===== src/rtl/step_sequencer.sv =====
// Command sequencer feeding the step accumulator. Buffers {dir, step, count}
// burst commands in a small FIFO and replays each as a cycle-by-cycle ctrl/step
// stream. hold freezes the stream in place; the zero-count command is discarded.
module step_sequencer #(
  parameter int unsigned DEPTH = 4,
  parameter int unsigned CNT_W = 4
) (
  input  logic             clk,
  input  logic             rst,
  input  logic             cmd_valid,
  output logic             cmd_ready,
  input  logic             cmd_dir,
  input  logic [3:0]       cmd_step,
  input  logic [CNT_W-1:0] cmd_count,
  input  logic             hold,
  output logic             ctrl,
  output logic [3:0]       step,
  output logic             busy,
  output logic [7:0]       done_cnt
);

  localparam int unsigned AW = $clog2(DEPTH);
  localparam int unsigned EW = CNT_W + 5;

  localparam logic [AW-1:0]    PtrOne  = 1;
  localparam logic [AW:0]      OccOne  = 1;
  localparam logic [AW:0]      OccFull = DEPTH[AW:0];
  localparam logic [CNT_W-1:0] RemOne  = 1;

  typedef enum logic [0:0] {StIdle, StRun} state_e;

  state_e           state_q;
  logic [CNT_W-1:0] rem_q;
  logic             dir_q;
  logic [3:0]       mag_q;
  logic [AW-1:0]    wptr_q;
  logic [AW-1:0]    rptr_q;
  logic [AW:0]      occ_q;
  logic [AW:0]      occ_d;
  logic [EW-1:0]    mem_q [DEPTH];

  logic             push;
  logic             pop;
  logic             fifo_nz;
  logic             occ_nz_d;
  logic [EW-1:0]    head;
  logic             head_dir;
  logic [3:0]       head_mag;
  logic [CNT_W-1:0] head_cnt;

  assign head     = mem_q[rptr_q];
  assign head_dir = head[EW-1];
  assign head_mag = head[EW-2 -: 4];
  assign head_cnt = head[CNT_W-1:0];
  assign fifo_nz  = (occ_q != '0);
  assign push     = cmd_valid & cmd_ready;
  // Pop condition mirrors the FSM: IDLE takes any head, RUN only on the last repeat.
  assign pop      = fifo_nz & ((state_q == StIdle) | (!hold & (rem_q == RemOne)));

  // Next occupancy; simultaneous push and pop leave it unchanged.
  always_comb begin
    occ_d = occ_q;
    if (push && !pop) begin
      occ_d = occ_q + OccOne;
    end else if (!push && pop) begin
      occ_d = occ_q - OccOne;
    end
  end

  assign occ_nz_d = (occ_d != '0);

  // Command storage; contents are qualified by occupancy so no reset is needed.
  always_ff @(posedge clk) begin
    if (rst && push) begin
      mem_q[wptr_q] <= {cmd_dir, cmd_step, cmd_count};
    end
  end

  // FIFO pointers, replay FSM and all registered outputs.
  always_ff @(posedge clk) begin
    if (!rst) begin
      state_q   <= StIdle;
      rem_q     <= '0;
      dir_q     <= 1'b0;
      mag_q     <= '0;
      wptr_q    <= '0;
      rptr_q    <= '0;
      occ_q     <= '0;
      cmd_ready <= 1'b0;
      ctrl      <= 1'b0;
      step      <= '0;
      busy      <= 1'b0;
      done_cnt  <= '0;
    end else begin
      if (push) wptr_q <= wptr_q + PtrOne;
      if (pop)  rptr_q <= rptr_q + PtrOne;
      occ_q     <= occ_d;
      cmd_ready <= (occ_d != OccFull);

      unique case (state_q)
        StIdle: begin
          if (fifo_nz && head_cnt != '0) begin
            state_q <= StRun;
            dir_q   <= head_dir;
            mag_q   <= head_mag;
            rem_q   <= head_cnt;
            ctrl    <= head_dir;
            step    <= head_mag;
            busy    <= 1'b1;
          end else begin
            if (fifo_nz) done_cnt <= done_cnt + 8'd1;
            ctrl <= 1'b0;
            step <= '0;
            busy <= occ_nz_d;
          end
        end
        StRun: begin
          if (hold) begin
            ctrl <= dir_q;
            step <= '0;
            busy <= 1'b1;
          end else if (rem_q != RemOne) begin
            rem_q <= rem_q - RemOne;
            ctrl  <= dir_q;
            step  <= mag_q;
            busy  <= 1'b1;
          end else if (fifo_nz && head_cnt != '0) begin
            // Chain straight into the next command with no bubble.
            done_cnt <= done_cnt + 8'd1;
            dir_q    <= head_dir;
            mag_q    <= head_mag;
            rem_q    <= head_cnt;
            ctrl     <= head_dir;
            step     <= head_mag;
            busy     <= 1'b1;
          end else begin
            // Completed; a popped zero-count head completes too.
            done_cnt <= done_cnt + (fifo_nz ? 8'd2 : 8'd1);
            state_q  <= StIdle;
            ctrl     <= 1'b0;
            step     <= '0;
            busy     <= occ_nz_d;
          end
        end
        default: state_q <= StIdle;
      endcase
    end
  end

endmodule


===== config.mk =====
export PLATFORM = sky130hd
export DESIGN_NAME = step_sequencer
export DESIGN_NICKNAME = d
export VERILOG_FILES = /design/src/rtl/step_sequencer.sv
export SDC_FILE = /design/constraint.sdc
export NUM_CORES = 1
export LEC_CHECK = 0
export CAP_MARGIN = 20
export CORE_MARGIN = 4
export CORE_UTILIZATION = 50
export CTS_CLUSTER_SIZE = 14
export DETAILED_ROUTE_END_ITERATION = 10
export PLACE_DENSITY = 0.72
export SLEW_MARGIN = 20
export SYNTH_ARGS = -nofsm -noshare
export SYNTH_HDL_FRONTEND = slang
export SYNTH_SLANG_ARGS = --single-unit

===== constraint.sdc =====
create_clock -name clk -period 2.99 [get_ports clk]
set_clock_uncertainty 0.2 [all_clocks]
set_input_delay 0.598 -clock clk [delete_from_list [all_inputs] [get_ports clk]]
set_output_delay 0.598 -clock clk [all_outputs]
set_load 0.05 [all_outputs]

==> results.json <==
{
  "status": "complete, no violations",
  "regArea_um2": 1760,
  "worst_path_max_delay_cell": "mux4_2",
  "finalInstanceArea_um2": 3750,
  "grtUsageTotal_pct": 17.1,
  "wirelength_um": 5840,
  "dpl_cell_area_um2": 3560,
  "postLayoutCoreUtil_pct": 61.9,
  "syn-cell-area_um2": 3180,
  "seq_power_share_pct": 39.7,
  "crit_type": "reg2reg",
  "place_hpwl_um": 4170,
  "area_growth_pct": 17.9,
  "pre_cts_ws_ns": 0.0335,
  "drt_first_pass_iters": 4,
  "syn_avg_cell_area_um2": 12.1,
  "pwr-share-comb_pct": 39.0,
  "grt_pass1_wl_um": 9970,
  "route.detailed.drc": 0,
  "p_sw_mw": 1.31,
  "cap_violations": 0,
  "grt_max_degree": 19,
  "crit_arrival_ns": 2.81,
  "io_buffers": 27,
  "hold_slack_ns": 0.263,
  "cts_max_level": 3,
  "num_antenna_cells": 0,
  "setup_viol": 0,
  "cts_buffers": 9,
  "crit_path_end_kind": "flop",
  "synth_nets": 290,
  "worst_slack_ns": 0.253,
  "start_util_pct": 52.5,
  "die_w_um": 87.8,
  "cts_tree": "yes",
  "routabilityCongestion": 0.881,
  "crit_path_end": "done_cnt[7]",
  "die_h_um": 87.8,
  "holdBufCountCts": 0,
  "path_clk_slew_ns": 0.08,
  "fin_crit_ns": 2.74,
  "synth-edff-count": 36,
  "p_clk_share_pct": 21.3,
  "reg2reg_to": "done_cnt[7]",
  "postRouteAntennaNets": 0,
  "clk_path_buf_depth": 2,
  "synth_ff_type": "edfxtp_1",
  "p_int_mw": 2.03,
  "placed_cells": 366,
  "drive_gt1_share_pct": 14.0,
  "finalPower_mw": 3.34,
  "relSlewSlack_pct": 61.9,
  "r2r_slack_ns": 0.25,
  "cts_sinks": 70,
  "fin_nets": 328,
  "async_reset_ff_share_pct": 0,
  "power.leakage_nw": 1.33,
  "swShare_pct": 39.3,
  "hold_path.class": "reg2reg",
  "post_cts_resized": 0,
  "fin_setup_tns_ns": 0,
  "rsz0062_at_grt": "false",
  "crit_cells": 6,
  "antenna_found_initial": 0,
  "routed_via_density": 5.63,
  "path_max_fanout": 7,
  "rows": 28,
  "die-area_um2": 7700,
  "vdd_ir_drop_max_uv": 357,
  "ys_seq_area_share_pct": 55.4,
  "first_global_vias": 2066,
  "post-route-period-util_pct": 91.5,
  "synth_area_leaders": "edfxtp_1 34%, dfxtp_1 21%, ha_1 4.7%",
  "detail_route.iter0.violations": 86,
  "via_count": 2149,
  "nFillCells": 488,
  "core_um2": 6060,
  "crit_family": "multiplexers",
  "path_buf_inv": 1,
  "grt_overflow_total": 0,
  "r2r_cells": 6,
  "max_freq_mhz": 365,
  "netlist_instances": 264,
  "ys_warn_count": 0,
  "slew_viol_final": 0,
  "hold_viol": 0,
  "cp_data_required_time_ns": 3.07,
  "post_cts.repair.setup_buffers": 0,
  "wire_per_inst_um": 15.3,
  "insertion_delay_ns": 0.34,
  "path_cells": "buf_4 -> mux4_2 -> nor4_4 -> o2111ai_1 -> a31oi_1 -> mux2i_1",
  "ys_seq_elements": 70,
  "ios": 28,
  "stdcell_count": 382,
  "yosysTopAreaCellShare_pct": 34.0,
  "max_stage_delay_ns": 0.59,
  "worstMarginPinSlew_ns": 0.570,
  "multi_input_area_um2": 1330,
  "crit_path_start_kind": "flop",
  "cts_root_buf": "clkbuf_8",
  "synth.distinct_cells": 50,
  "synth_top_cell_by_area": "edfxtp_1",
  "power_density_nw_per_um2": 891
}
-- layer usage --
layer | vias up | track usage, % | part of all wire [%]
met2 | 42 | 27.0 | 49
met4 | 0 | 6.28 | 1.6
met3 | 8 | 5.17 | 3.8
li1 | 1075 | - | -
met1 | 1024 | 22.5 | 45
met5 | - | 0 | 0
-- synth_stat cells, types with 2 or more instances --
| cell type | instances |
|---|---|
| nand2_1 | 37 |
| edfxtp_1 | 36 |
| dfxtp_1 | 34 |
| a21oi_1 | 21 |
| ha_1 | 12 |
| nor2_1 | 11 |
| inv_1 | 10 |
| o21ai_0 | 8 |
| a31oi_1 | 6 |
| clkbuf_1 | 6 |
| mux2i_1 | 6 |
| nor3_1 | 6 |
| mux4_1 | 5 |
| nand2b_1 | 5 |
| nand4_1 | 5 |
| and2_1 | 4 |
| and3_1 | 4 |
| mux4_2 | 4 |
| nand3_1 | 4 |
| xnor2_1 | 4 |
| a221oi_1 | 2 |
| a311oi_1 | 2 |
| a31o_2 | 2 |
| buf_6 | 2 |
| o21ai_2 | 2 |
| xor2_1 | 2 |
-- registers in the layout, summed over array words and instances (netlist names), 2 cells and up, named ones only --
| name | flops |
|---|---|
| mem_q | 36 |
| done_cnt | 8 |
| mag_q | 4 |
| rem_q | 4 |
| step | 4 |
| occ_q | 3 |
| rptr_q | 2 |
| wptr_q | 2 |
-- worst min-delay path by stage --
stage	start	endpoint	depth (start not counted)
floorplan	dir_q	ctrl	2
global placement	mag_q[0]	mag_q[0]	2
detailed placement	mag_q[1]	mag_q[1]	2
CTS	mag_q[1]	mag_q[1]	2
global route	mag_q[3]	mag_q[3]	2
finish	mag_q[1]	mag_q[1]	2
-- worst reg2reg max path: stages, from the launching register on --
cell and delay, ns:
dfxtp_1 0.58, buf_4 0.22, mux4_2 0.59, nor4_4 0.31, o2111ai_1 0.28, a31oi_1 0.29
mux2i_1 0.19
-- cell usage in the layout, fill, tap and decap left out, drive strengths merged, types with 9 or more instances in the layout --
cell type / count
clkdlybuf4s50: 27
o21ai: 10
inv: 15
ha: 12
a21oi: 22
clkbuf: 9
nand2: 37
dfxtp: 34
nor2: 11
edfxtp: 36
mux4: 9
buf: 9
-- cell type report --
cell class | count | area share [%]
tap | 75 | 2.50
timing repair buffer | 36 | 9.01
clock inverter | 7 | 1.67
inverter | 11 | 1.10
multi-input combinational | 174 | 35.4
clock buffer | 9 | 3.30
sequential | 70 | 47.0
-- cells by family (layout without fill, tap and decap cells) --
logic type      count (synthesis)  in the layout  share of synthesized area, %
mux                            16             16                          9.20
fa+ha+maj                      13             13                          5.35
simple gates                   85             85                          13.8
flops                          70             70                          55.4
compound gates                 54             54                          11.7
buf+inv                        20             63                          2.87
xor+xnor                        6              6                          1.65
-- power by group through the flow --
stage / sequential, mW / clock, mW / combinational (mW)
floorplan: 1.43 / 0 / 0.864
global placement: 1.34 / 0 / 1.28
detailed placement: 1.35 / 0 / 1.30
CTS: 1.33 / 0.736 / 1.31
global route: 1.35 / 0.787 / 1.44
finish: 1.33 / 0.712 / 1.30
No activity file was read; power rests on OpenSTA's default activity.
